$ cat src/rtl/uart_receive_datapath.sv
// UART receive datapath: input synchroniser, 3-sample majority vote, frame
// shift register and counter, receive buffer and sticky line-status flags.
module uart_receive_datapath #(
   parameter int SYNC_STAGES = 2
) (
   input  logic       pclk,
   input  logic       presetn,
   input  logic       uart_rxd,
   input  logic [1:0] wls,
   input  logic       pen,
   input  logic       eps,
   input  logic       voting_shift_en,
   input  logic       receive_shift_en,
   input  logic       receive_frame_counter_en,
   input  logic       receive_frame_counter_clear,
   input  logic       error_check,
   input  logic       receive_load_en,
   input  logic       rbr_read,
   input  logic       lsr_read,
   output logic       rx_data,
   output logic       all_zero,
   output logic       receive_done,
   output logic [7:0] rbr,
   output logic       dr,
   output logic       oe,
   output logic       pe,
   output logic       fe,
   output logic       bi
);

   logic [SYNC_STAGES-1:0] sync;
   logic                   rxd_s;
   logic [2:0]             vote;
   logic [3:0]             cnt;
   logic [9:0]             sh;
   logic [9:0]             f;
   logic [3:0]             nd;
   logic [3:0]             flen;
   logic [3:0]             shamt;
   logic [3:0]             stop_idx;
   logic [7:0]             data_mask;
   logic [7:0]             data;
   logic                   parity_bit;
   logic                   stop_bit;
   logic                   perr;
   logic                   oe_set;

   always_ff @(posedge pclk or negedge presetn) begin
      if (!presetn) begin
         sync <= '1;
      end else begin
         sync <= {sync[SYNC_STAGES-2:0], uart_rxd};
      end
   end

   assign rxd_s = sync[SYNC_STAGES-1];

   always_ff @(posedge pclk or negedge presetn) begin
      if (!presetn) begin
         vote <= 3'b111;
      end else if (voting_shift_en) begin
         vote <= {vote[1:0], rxd_s};
      end
   end

   assign rx_data = (vote[0] & vote[1]) | (vote[0] & vote[2]) | (vote[1] & vote[2]);

   // Frame geometry follows the live line configuration.
   assign nd        = 4'd5 + {2'b00, wls};
   assign flen      = nd + {3'b000, pen} + 4'd1;
   assign shamt     = 4'd10 - flen;
   assign stop_idx  = nd + {3'b000, pen};
   assign data_mask = 8'hFF >> (2'd3 - wls);

   always_ff @(posedge pclk or negedge presetn) begin
      if (!presetn) begin
         cnt <= 4'd0;
      end else if (receive_frame_counter_clear) begin
         cnt <= 4'd0;
      end else if (receive_frame_counter_en && (cnt != 4'hF)) begin
         cnt <= cnt + 4'd1;
      end
   end

   assign receive_done = (cnt == flen);

   always_ff @(posedge pclk or negedge presetn) begin
      if (!presetn) begin
         sh <= 10'd0;
      end else if (receive_shift_en) begin
         sh <= {rx_data, sh[9:1]};
      end
   end

   // Zero-filled right shift leaves only the frame bits, so f==0 covers them all.
   assign f          = sh >> shamt;
   assign all_zero   = (f == 10'd0);
   assign data       = f[7:0] & data_mask;
   assign parity_bit = f[nd];
   assign stop_bit   = f[stop_idx];
   assign perr       = pen & (^data ^ parity_bit ^ ~eps);

   assign oe_set = receive_load_en & dr & ~rbr_read;

   always_ff @(posedge pclk or negedge presetn) begin
      if (!presetn) begin
         rbr <= 8'h00;
         dr  <= 1'b0;
      end else begin
         if (receive_load_en) begin
            rbr <= data;
            dr  <= 1'b1;
         end else if (rbr_read) begin
            dr  <= 1'b0;
         end
      end
   end

   // Set terms are OR-ed after the clear so a coincident set wins.
   always_ff @(posedge pclk or negedge presetn) begin
      if (!presetn) begin
         oe <= 1'b0;
         pe <= 1'b0;
         fe <= 1'b0;
         bi <= 1'b0;
      end else begin
         oe <= (oe & ~lsr_read) | oe_set;
         pe <= (pe & ~lsr_read) | (error_check & perr);
         fe <= (fe & ~lsr_read) | (error_check & ~stop_bit);
         bi <= (bi & ~lsr_read) | (error_check & all_zero);
      end
   end

endmodule

$ cat config.mk
export PLATFORM = sky130hd
export DESIGN_NAME = uart_receive_datapath
export DESIGN_NICKNAME = d
export VERILOG_FILES = /design/src/rtl/uart_receive_datapath.sv
export SDC_FILE = /design/constraint.sdc
export NUM_CORES = 1
export LEC_CHECK = 0
export CAP_MARGIN = 20
export CORE_ASPECT_RATIO = 0.8
export CORE_MARGIN = 5
export CORE_UTILIZATION = 35
export CTS_CLUSTER_DIAMETER = 200
export DETAILED_ROUTE_END_ITERATION = 10
export GPL_TIMING_DRIVEN = 0
export PLACE_DENSITY = 0.53
export SLEW_MARGIN = 20
export SYNTH_ARGS = -nofsm -noshare
export SYNTH_HDL_FRONTEND = slang
export SYNTH_SLANG_ARGS = --single-unit
$ cat constraint.sdc
create_clock -name pclk -period 14.2 [get_ports pclk]
set_input_delay 2.84 -clock pclk [delete_from_list [all_inputs] [get_ports pclk]]
set_output_delay 2.84 -clock pclk [all_outputs]
set_load 0.01 [all_outputs]
==> summary.txt, run 1 <==
Worst setup path
  • Cells on worst reg2reg path: 11
  • WP depth: 17
  • Critical path origin: wls[0]
  • Arrival @ worst endpoint: 7.22 ns
  • Critical Path Fanout Max: 10
  • Largest stage delay on the critical path: 0.62 ns
  • Worst reg2reg path endpoint: pe$_DFF_PN0_
  • Critical Path Sink Type: primary output
  • Worst EP required: 11.36 ns
  • Worst r2r src: sh[9]$_DFFE_PN0P_
  • WP buf/inv: 7
  • Slowest stage cell, crit path: clkdlybuf4s50_1
  • Worst setup path endpoint: all_zero
  • Crit Path Category: primary input to primary output
  • Critical Path, Cell by Cell: clkdlybuf4s50_1, inv_1, ha_1, inv_1, fa_1, inv_1, ha_1, buf_6, buf_6, mux4_2, mux2i_1, nor2_1, a21oi_1, ha_1, nand2_1, nor4_1, clkdlybuf4s50_1
  • Crit path max-delay family: buffers and inverters
  • Flop2flop setup slack: 11.06 ns
  • CP Launch Type: primary input

Placement
  • IO buf count: 29
  • GP Congestion: 0.7575
  • Detail Placement HPWL: 3483 um

Detailed routing
  • DRT Pass-1 Iters: 4
  • Via count: 1,597
  • Final wirelength: 4550 um
  • Routed WL per cell: 14.22 um
  • Iteration-0 DRC Markers: 53
  • Antenna viol nets, final: 0
  • Drt via density: 4.991
  • Number of remaining DRC errors: 0

STA
  • Fmax: 99.37 MHz
  • RSZ-0062 raised after global routing: false
  • Finish-stage setup viols: 0
  • Clk_skew: 0.005083 ns
  • Final Hold Fails: 0
  • Setup total negative slack: 0 ns
  • Worst-Margin Slew: 0.5471 ns
  • Slew Viols, Final: 0
  • Final Critical Period: 10.06 ns
  • Hold slack final: 0.3567 ns
  • Slew HR: 63.53%
  • Period utilisation layout: 70.87%

Power
  • Power, Total: 461.2 uW
  • P per Cell Area: 170.1 nW/um^2
  • Leakage: 1.129 nW
  • VDD IR max: 0.05847 mV

CTS
  • Clk sinks: 32
  • Post-CTS setup repair buffer count: 0
  • Clock-pin slew on the worst setup and hold paths: 0.06 ns
  • Inserted Clock Buffers: 5
  • CTS tree: yes
  • # resized after CTS: 0
  • Clock Latency Late Sink: 0.28 ns
  • CTS Hold Bufs: 0
  • Clock buffer depth: 2
  • CTS H-Tree Depth: 2
  • Clock Tree Root: clkbuf_8

Final layout
  • Fillers: 582
  • Area of the multi-input gates: 1271 sq um
  • FF+latch area: 807.0 sq um
  • Final core utilization: 44.91%
  • Antenna Cells: 0
  • Share of layout cells above drive strength 1: 24.27%
  • Area Growth Syn to Fin: 22.64%
  • # nets final: 262

Synth
  • Register area share after synthesis: 36.50%
  • Syn Area/Cell: 11.00 sq um
  • Mapped Area: 2211 sq um
  • Dominant synthesized flop cell: dfrtp_1
  • Synth Instances: 201
  • Net Count, Synth: 225
  • Number of synthesized flops with an enable pin: 0
  • Async SR Flop Fraction: 100.0%
  • Yosys warns: 0
  • Post-synthesis register bit count: 32
  • Post-synth cell types: 55

Die
  • Die width: 98.86 um
  • # rows: 25
  • Core footprint: 6037 sq um
  • Die height: 81.09 um
  • Ports: 31
  • Die Footprint: 8016 sq um
  • Initial Util: 36.62%

Global routing
  • Vias in the first global route: 1,604
  • Initial antenna violation count: 0
  • First-pass GRT wire length: 7886 um
  • Largest net degree at the start of global routing: 28
  • Total gr overflow: 0
  • GRT Total Usage: 12.32%

Job
  • Max_cap viols: 0

Hold path
  • Worst Hold Class: flip-flop to flip-flop

Outcome
  • Outcome: finished, final reports clean
==> stage by stage <==
| stage | cells | worst slack (ns) | area, sq um |
|---|---|---|---|
| final | 320 | 4.136 | 2711 |
| after global placement | 311 | 4.079 | 2603 |
| after CTS | 320 | 4.055 | 2711 |
| after detailed placement | 312 | 4.071 | 2618 |
| after floorplan | 201 | 5.558 | 2211 |
| after global routing | 320 | 3.743 | 2711 |
==> worst min path at each step <==
| stage | startpoint | endpoint | slack, ns | cells after the start |
|---|---|---|---|---|
| after CTS | sync[0]$_DFF_PN1_ | sync[1]$_DFF_PN1_ | 0.36 | 0 |
| after detailed placement | sync[0]$_DFF_PN1_ | sync[1]$_DFF_PN1_ | 0.35 | 0 |
| after floorplan | sync[0]$_DFF_PN1_ | sync[1]$_DFF_PN1_ | 0.35 | 0 |
| after global routing | sync[0]$_DFF_PN1_ | sync[1]$_DFF_PN1_ | 0.36 | 0 |
| final | sync[0]$_DFF_PN1_ | sync[1]$_DFF_PN1_ | 0.36 | 0 |
| after global placement | sync[0]$_DFF_PN1_ | sync[1]$_DFF_PN1_ | 0.35 | 0 |
==> layer usage <==
layer / global-route usage (%) / vias to the layer above / wire length (um)
li1: - / 798 / -
met1: 17.87 / 758 / 2434
met2: 18.30 / 34 / 1846
met3: 3.262 / 7 / 230
met4: 2.865 / 0 / 38
met5: 0 / - / 0
==> cells in the mapped netlist (all sizes together) (2+ instances only) <==
library cell	count	area, sq um
dfrtp	27	675.7
nor2	23	86.33
mux2	19	214.0
inv	11	41.29
nand2	11	43.80
a21oi	10	50.05
buf	9	83.82
xnor2	9	86.34
ha	8	100.1
mux2i	8	80.08
mux4	7	157.7
dfstp	5	131.4
nand3	5	25.02
xor2	4	35.03
a22o	3	26.28
nor2b	3	18.77
o21ai	3	15.01
a211oi	2	27.53
a22oi	2	15.01
and2	2	12.52
clkbuf	2	7.510
nor3	2	10.01
o2bb2ai	2	17.52
o31ai	2	25.02
or3	2	18.77
==> state kept, by name, indices dropped and copies added, names as in the netlist <==
| signal | flops |
|---|---|
| sh | 10 |
| vote | 3 |
| cnt | 4 |
| bi | 1 |
| dr | 1 |
| sync | 2 |
| oe | 1 |
| rbr | 8 |
| fe | 1 |
| pe | 1 |
==> cells by family after synthesis <==
group	Yosys count	share of synthesized area (%)
flip-flops	32	36.50
XOR/XNOR	14	6.565
multiplexers	34	20.43
AND/OR/NAND/NOR	54	11.94
AO/OA/AOI/OAI	35	12.68
buffers and inverters	22	5.999
adder cells (fa/ha/maj)	10	5.886
==> power by group <==
part	internal (mW)	switching, mW
logic	0.141	0.107
clock network	0.0394	0.0339
registers	0.118	0.0215
total	0.299	0.162
==> worst reg2reg max path: cells and delay by family (launching register included) <==
kind | cells | cell delay (ns)
xor+xnor | 5 | 1.10
simple gates | 2 | 0.53
mux | 1 | 0.37
flops | 1 | 0.32
fa+ha+maj | 1 | 0.32
buf+inv | 1 | 0.31
compound gates | 1 | 0.07
==> cell type report <==
| class | count | area share, % |
|---|---|---|
| well taps | 81 | 3.738 |
| plain buffers | 11 | 3.369 |
| clock buffers | 7 | 3.184 |
| inverters | 11 | 1.523 |
| clock inverters | 1 | 0.2769 |
| repair buffers | 30 | 11.26 |
| flip-flops and latches | 32 | 29.76 |
| multi-input cells | 147 | 46.89 |
==> layout by cell type (no fill, tap or decap), drive strengths merged, types with 2 or more instances in the layout <==
master | synthesis | layout
a211oi | 2 | 2
a21oi | 10 | 10
a22o | 3 | 3
a22oi | 2 | 2
and2 | 2 | 2
buf | 9 | 11
clkbuf | 2 | 9
clkdlybuf4s50 | 0 | 28
dfrtp | 27 | 27
dfstp | 5 | 5
ha | 8 | 8
inv | 11 | 11
mux2 | 19 | 19
mux2i | 8 | 8
mux4 | 7 | 7
nand2 | 11 | 11
nand3 | 5 | 5
nor2 | 23 | 23
nor2b | 3 | 3
nor3 | 2 | 2
o21ai | 3 | 3
o2bb2ai | 2 | 2
o31ai | 2 | 2
or3 | 2 | 2
xnor2 | 9 | 9
xor2 | 4 | 4
(Power assumes the default switching activity.)
==> run 2: changes to the inputs <==
--- a/config.mk
+++ b/config.mk
@@ -12,7 +12,7 @@
 export CTS_CLUSTER_DIAMETER = 200
 export DETAILED_ROUTE_END_ITERATION = 10
 export GPL_TIMING_DRIVEN = 0
-export PLACE_DENSITY = 0.53
+export PLACE_DENSITY = 0.55
 export SLEW_MARGIN = 20
 export SYNTH_ARGS = -nofsm -noshare
 export SYNTH_HDL_FRONTEND = slang
==> constraint.sdc (replaced) <==
create_clock -name pclk -period 8.7 [get_ports pclk]
set_input_delay 1.74 -clock pclk [delete_from_list [all_inputs] [get_ports pclk]]
set_output_delay 1.74 -clock pclk [all_outputs]
set_load 0.01 [all_outputs]
==> run 2 against run 1 <==
Via count fell by 0.44%. Clock power rose by 61%. Register-to-register slack got worse by 5.6 ns. Total power rose by 63%. Final cell count fell by 0.31%.
==> summary.txt, run 2 (synthesis gave the netlist of run 1 again) <==
Outcome
  • Outcome: finished, final reports clean

Detailed routing
  • Iteration-0 DRC Markers: 67
  • Number of remaining DRC errors: 0
  • Antenna viol nets, final: 0
  • DRT Pass-1 Iters: 4
  • Final wirelength: 4438 um
  • Via count: 1,590
  • Drt via density: 4.984
  • Routed WL per cell: 13.91 um

Worst setup path
  • Arrival @ worst endpoint: 6.16 ns
  • CP Launch Type: primary input
  • Worst EP required: 6.96 ns
  • Critical Path Fanout Max: 10
  • Crit path max-delay family: buffers and inverters
  • Critical Path Sink Type: primary output
  • Critical Path, Cell by Cell: clkdlybuf4s50_1, inv_1, ha_1, inv_1, fa_1, inv_1, ha_1, buf_6, buf_6, mux4_2, mux2i_1, nor2_1, a21oi_1, ha_1, nand2_1, nor4_1, clkdlybuf4s50_1
  • Crit Path Category: primary input to primary output
  • WP buf/inv: 7
  • Slowest stage cell, crit path: clkdlybuf4s50_1
  • Largest stage delay on the critical path: 0.64 ns

Power
  • Power, Total: 750.5 uW
  • P per Cell Area: 278.8 nW/um^2
  • VDD IR max: 0.1319 mV
  • Leakage: 1.120 nW

Final layout
  • Fin cells: 319
  • Share of layout cells above drive strength 1: 23.95%
  • Largest regs: sh x10, rbr x8, cnt x4
  • Final core utilization: 44.58%
  • Antenna Cells: 0
  • # nets final: 261
  • Area Growth Syn to Fin: 21.73%
  • Most common cell after layout, fill and taps aside: clkdlybuf4s50_1
  • Max FFs per register: 10
  • Most frequent cells in the layout: 28 x clkdlybuf4s50_1, 27 x dfrtp_1, 23 x nor2_1, 18 x mux2_2
  • Final Cell Area: 2691 sq um
  • Most flop-heavy register: sh

STA
  • Fmax: 126.6 MHz
  • Slew HR: 52.96%
  • Clk_skew: 0.009054 ns
  • Final Critical Period: 7.900 ns
  • Slew Viols, Final: 0
  • Finish-stage setup viols: 0
  • Setup total negative slack: 0 ns
  • Period utilisation layout: 90.80%
  • Final Hold Fails: 0
  • Worst-Margin Slew: 0.7056 ns
  • RSZ-0062 raised after global routing: false

Placement
  • IO buf count: 29
  • DP Cell Count: 311
  • Detail Placement HPWL: 3360 um
  • GP Congestion: 0.7670
  • Placed inst area: 2597 sq um

Global routing
  • Vias in the first global route: 1,583
  • GRT Total Usage: 12.13%
  • Total gr overflow: 0
  • First-pass GRT wire length: 7728 um
  • Initial antenna violation count: 0
  • Largest net degree at the start of global routing: 33

CTS
  • Inserted Clock Buffers: 5
  • Clock buffer depth: 2
  • Clock Latency Late Sink: 0.28 ns
  • CTS H-Tree Depth: 2
  • # resized after CTS: 0
  • CTS Hold Bufs: 0
  • Clk sinks: 32
  • Clock Tree Root: clkbuf_8
  • Post-CTS setup repair buffer count: 0
  • Clock-pin slew on the worst setup and hold paths: 0.07 ns
  • CTS tree: yes

Die
  • Core footprint: 6037 sq um
  • Die Footprint: 8016 sq um
  • Ports: 31
  • Die width: 98.86 um
  • Initial Util: 36.62%
  • # rows: 25
  • Die height: 81.09 um

Job
  • Max_cap viols: 0

Hold path
  • Worst Hold Class: flip-flop to flip-flop
run 2: cell count changes in the layout (fill, tap and decap cells not counted), sizes merged:
cell | previous run | this run
buf | 11 | 10
run 2: final timing paths:
path / startpoint / end / slack, ns / cells after the start
setup / recovery: wls[0] / all_zero / 0.80 / 17
min in group asynchronous: presetn / oe$_DFF_PN0_ / 1.50 / 1
hold / removal: sync[0]$_DFF_PN1_ / sync[1]$_DFF_PN1_ / 0.36 / 0
setup reg to reg: sh[9]$_DFFE_PN0P_ / pe$_DFF_PN0_ / 5.50 / 11
max in group asynchronous: presetn / cnt[3]$_DFFE_PN0P_ / 6.74 / 1
hold reg to reg: sync[0]$_DFF_PN1_ / sync[1]$_DFF_PN1_ / 0.36 / 0
run 2: where the power goes:
part / internal, mW / total [mW] / switching (mW) / leakage (nW)
clock: 0.0642 / 0.118 / 0.0540 / 0.0445
sequential: 0.193 / 0.229 / 0.0358 / 0.390
combinational: 0.230 / 0.403 / 0.173 / 0.685
total: 0.488 / 0.750 / 0.263 / 1.12
run 2: area by class of cell:
type                    instances  area [sq um]
plain buffers                  11         91.34
well taps                      81         101.3
multi-input cells             147          1271
inverters                      11         41.29
clock buffers                   7         86.33
clock inverters                 1         7.507
repair buffers                 29         285.3
fillers                       583          3346
flip-flops and latches         32         807.0
run 2: through the flow:
step	setup slack [ns]	hold WS, ns
2_1_floorplan	2.258	0.3452
3_3_place_gp	0.7831	0.3462
3_5_place_dp	0.8534	0.3473
4_1_cts	0.7882	0.3577
5_1_grt	0.5116	0.3604
6_report	0.8003	0.3561
run 2: per-layer routing:
metal / GRT usage (%) / share of wire (%) / vias up
met5: 0 / 0 / -
met4: 2.456 / 0.18 / 0
met3: 4.721 / 6.6 / 3
met2: 17.69 / 41 / 40
met1: 17.08 / 52 / 761
li1: - / - / 786
==> run 3: changes to the inputs <==
==> constraint.sdc (replaced) <==
create_clock -name pclk -period 7.1 [get_ports pclk]
set_input_delay 1.42 -clock pclk [delete_from_list [all_inputs] [get_ports pclk]]
set_output_delay 1.42 -clock pclk [all_outputs]
set_load 0.01 [all_outputs]
==> run 3 against run 2 <==
Register-to-register slack worse by 1.6 ns. First-iteration DRC count rose by 18%. Design area up 1.5%. Highest routed layer unchanged.
==> summary.txt, run 3 (synthesis gave the netlist of run 1 again) <==
CTS
  • Clock buffer depth: 2
  • Clock-pin slew on the worst setup and hold paths: 0.07 ns
  • CTS Hold Bufs: 0
  • Clk sinks: 32
  • Clock Tree Root: clkbuf_8
  • Inserted Clock Buffers: 5
  • Clock Latency Late Sink: 0.28 ns
  • CTS H-Tree Depth: 2
  • CTS tree: yes

Final layout
  • Fillers: 575
  • Most flop-heavy register: sh
  • Share of layout cells above drive strength 1: 26.14%
  • Largest regs: sh x10, rbr x8, cnt x4
  • Area Growth Syn to Fin: 23.60%
  • Most common cell after layout, fill and taps aside: clkdlybuf4s50_1
  • Antenna Cells: 0
  • # nets final: 264
  • Max FFs per register: 10
  • Most frequent cells in the layout: 28 x clkdlybuf4s50_1, 27 x dfrtp_1, 23 x nor2_1, 18 x mux2_2, 10 x nand2_1
  • Final core utilization: 45.26%

Detailed routing
  • Final wirelength: 4469 um
  • Drt via density: 4.972
  • Antenna viol nets, final: 0
  • Via count: 1,601
  • Number of remaining DRC errors: 0
  • Routed WL per cell: 13.88 um
  • Iteration-0 DRC Markers: 79
  • DRT Pass-1 Iters: 4

Power
  • P per Cell Area: 340.9 nW/um^2
  • Leakage: 1.135 nW
  • VDD IR max: 0.1656 mV

STA
  • Hold slack final: 0.3561 ns
  • Final worst slack: 0.2248 ns
  • Worst-Margin Slew: 0.7052 ns
  • Final Critical Period: 6.875 ns
  • Final Hold Fails: 0
  • RSZ-0062 raised after global routing: false
  • Slew HR: 52.99%
  • Clk_skew: 0.008806 ns
  • Fmax: 145.4 MHz
  • Period utilisation layout: 96.83%
  • Slew Viols, Final: 0
  • Finish-stage setup viols: 0

Die
  • Die Footprint: 8016 sq um
  • Die height: 81.09 um
  • # rows: 25
  • Core footprint: 6037 sq um
  • Initial Util: 36.62%
  • Die width: 98.86 um
  • Ports: 31

Worst setup path
  • Crit path max-delay family: buffers and inverters
  • Largest stage delay on the critical path: 0.64 ns
  • WP buf/inv: 7
  • CP Launch Type: primary input
  • Flop2flop setup slack: 3.90 ns
  • Critical Path Fanout Max: 10
  • Slowest stage cell, crit path: fa_1
  • Worst r2r src: sh[9]$_DFFE_PN0P_
  • Worst EP required: 5.68 ns
  • Critical path origin: wls[0]
  • Critical Path, Cell by Cell: clkdlybuf4s50_1, inv_2, buf_4, fa_1, inv_1, ha_1, buf_6, buf_6, mux4_2, mux2i_1, nor2_1, a21oi_1, ha_1, nand2_1, nor4_4, clkdlybuf4s50_1
  • Arrival @ worst endpoint: 5.46 ns
  • Critical Path Sink Type: primary output
  • Crit Path Category: primary input to primary output

Placement
  • Detail Placement HPWL: 3360 um
  • Post-place setup slack: -0.1066 ns
  • GP Congestion: 0.7670
  • IO buf count: 29

Outcome
  • Outcome: finished, final reports clean

Global routing
  • GRT Total Usage: 12.15%
  • First-pass GRT wire length: 7741 um
  • Initial antenna violation count: 0
  • Vias in the first global route: 1,582
  • Largest net degree at the start of global routing: 33
  • Total gr overflow: 0

Hold path
  • Hold path startpoint: sync[0]$_DFF_PN1_
  • Worst Hold Class: flip-flop to flip-flop

Job
  • Max_cap viols: 0
-- run 3: worst paths after layout --
| check | depth (start not counted) | to |
|---|---|---|
| min | 0 | sync[1]$_DFF_PN1_ |
| max reg2reg | 11 | pe$_DFF_PN0_ |
| max in group asynchronous | 1 | cnt[3]$_DFFE_PN0P_ |
| min in group asynchronous | 1 | oe$_DFF_PN0_ |
| max | 16 | all_zero |
| min reg2reg | 0 | sync[1]$_DFF_PN1_ |
-- run 3: layout make-up --
type / instances / area, sq um / share of cell area, %
Timing Repair Buffer: 32 / 307.8 / 11.26
Clock inverter: 1 / 7.507 / 0.2747
Clock buffer: 7 / 86.33 / 3.159
Multi-Input combinational cell: 147 / 1290 / 47.21
Sequential cell: 32 / 807.0 / 29.53
Inverter: 11 / 41.29 / 1.511
Buffer: 11 / 91.34 / 3.342
Tap cell: 81 / 101.3 / 3.709
-- run 3: layer usage --
layer | vias to the layer above | GRT usage [%] | wire length (um)
li1 | 793 | - | -
met1 | 768 | 17.14 | 2304
met2 | 38 | 17.69 | 1844
met3 | 2 | 4.721 | 306
met4 | 0 | 2.456 | 14
met5 | - | 0 | 0
-- run 3: power by group --
group,internal [mW],switching (mW)
Sequential,0.237,0.0437
Combinational,0.286,0.220
Clock,0.0787,0.0662
Total,0.602,0.329
-- run 3: worst reg2reg max path: cells and delay by family, from the launching register on --
family                     cells  cell delay (ns)
and+or+nand+nor                2             0.51
DFF                            1             0.32
buffers and inverters          1             0.33
AOI/OAI and AO/OA              1             0.07
xor gates and xnor gates       5             1.14
muxes                          1             0.38
adders and majority gates      1             0.32
-- run 3: repair_timing --
action / 4_1_cts / 5_1_grt
resized for setup: 2 / 2
setup buffers: 0 / 3
pin swaps: 0 / 0
setup endpoints to repair: 1 / 1
-- run 3: through the flow --
stage	instances	setup TNS, ns	power (mW)	area, sq um
floorplan	201	0	0.6426	2211
global placement	311	-0.1769	0.7805	2603
detailed placement	311	-0.1066	0.7809	2597
CTS	319	0	0.9373	2698
global route	322	0	1.005	2733
finish	322	0	0.9315	2733
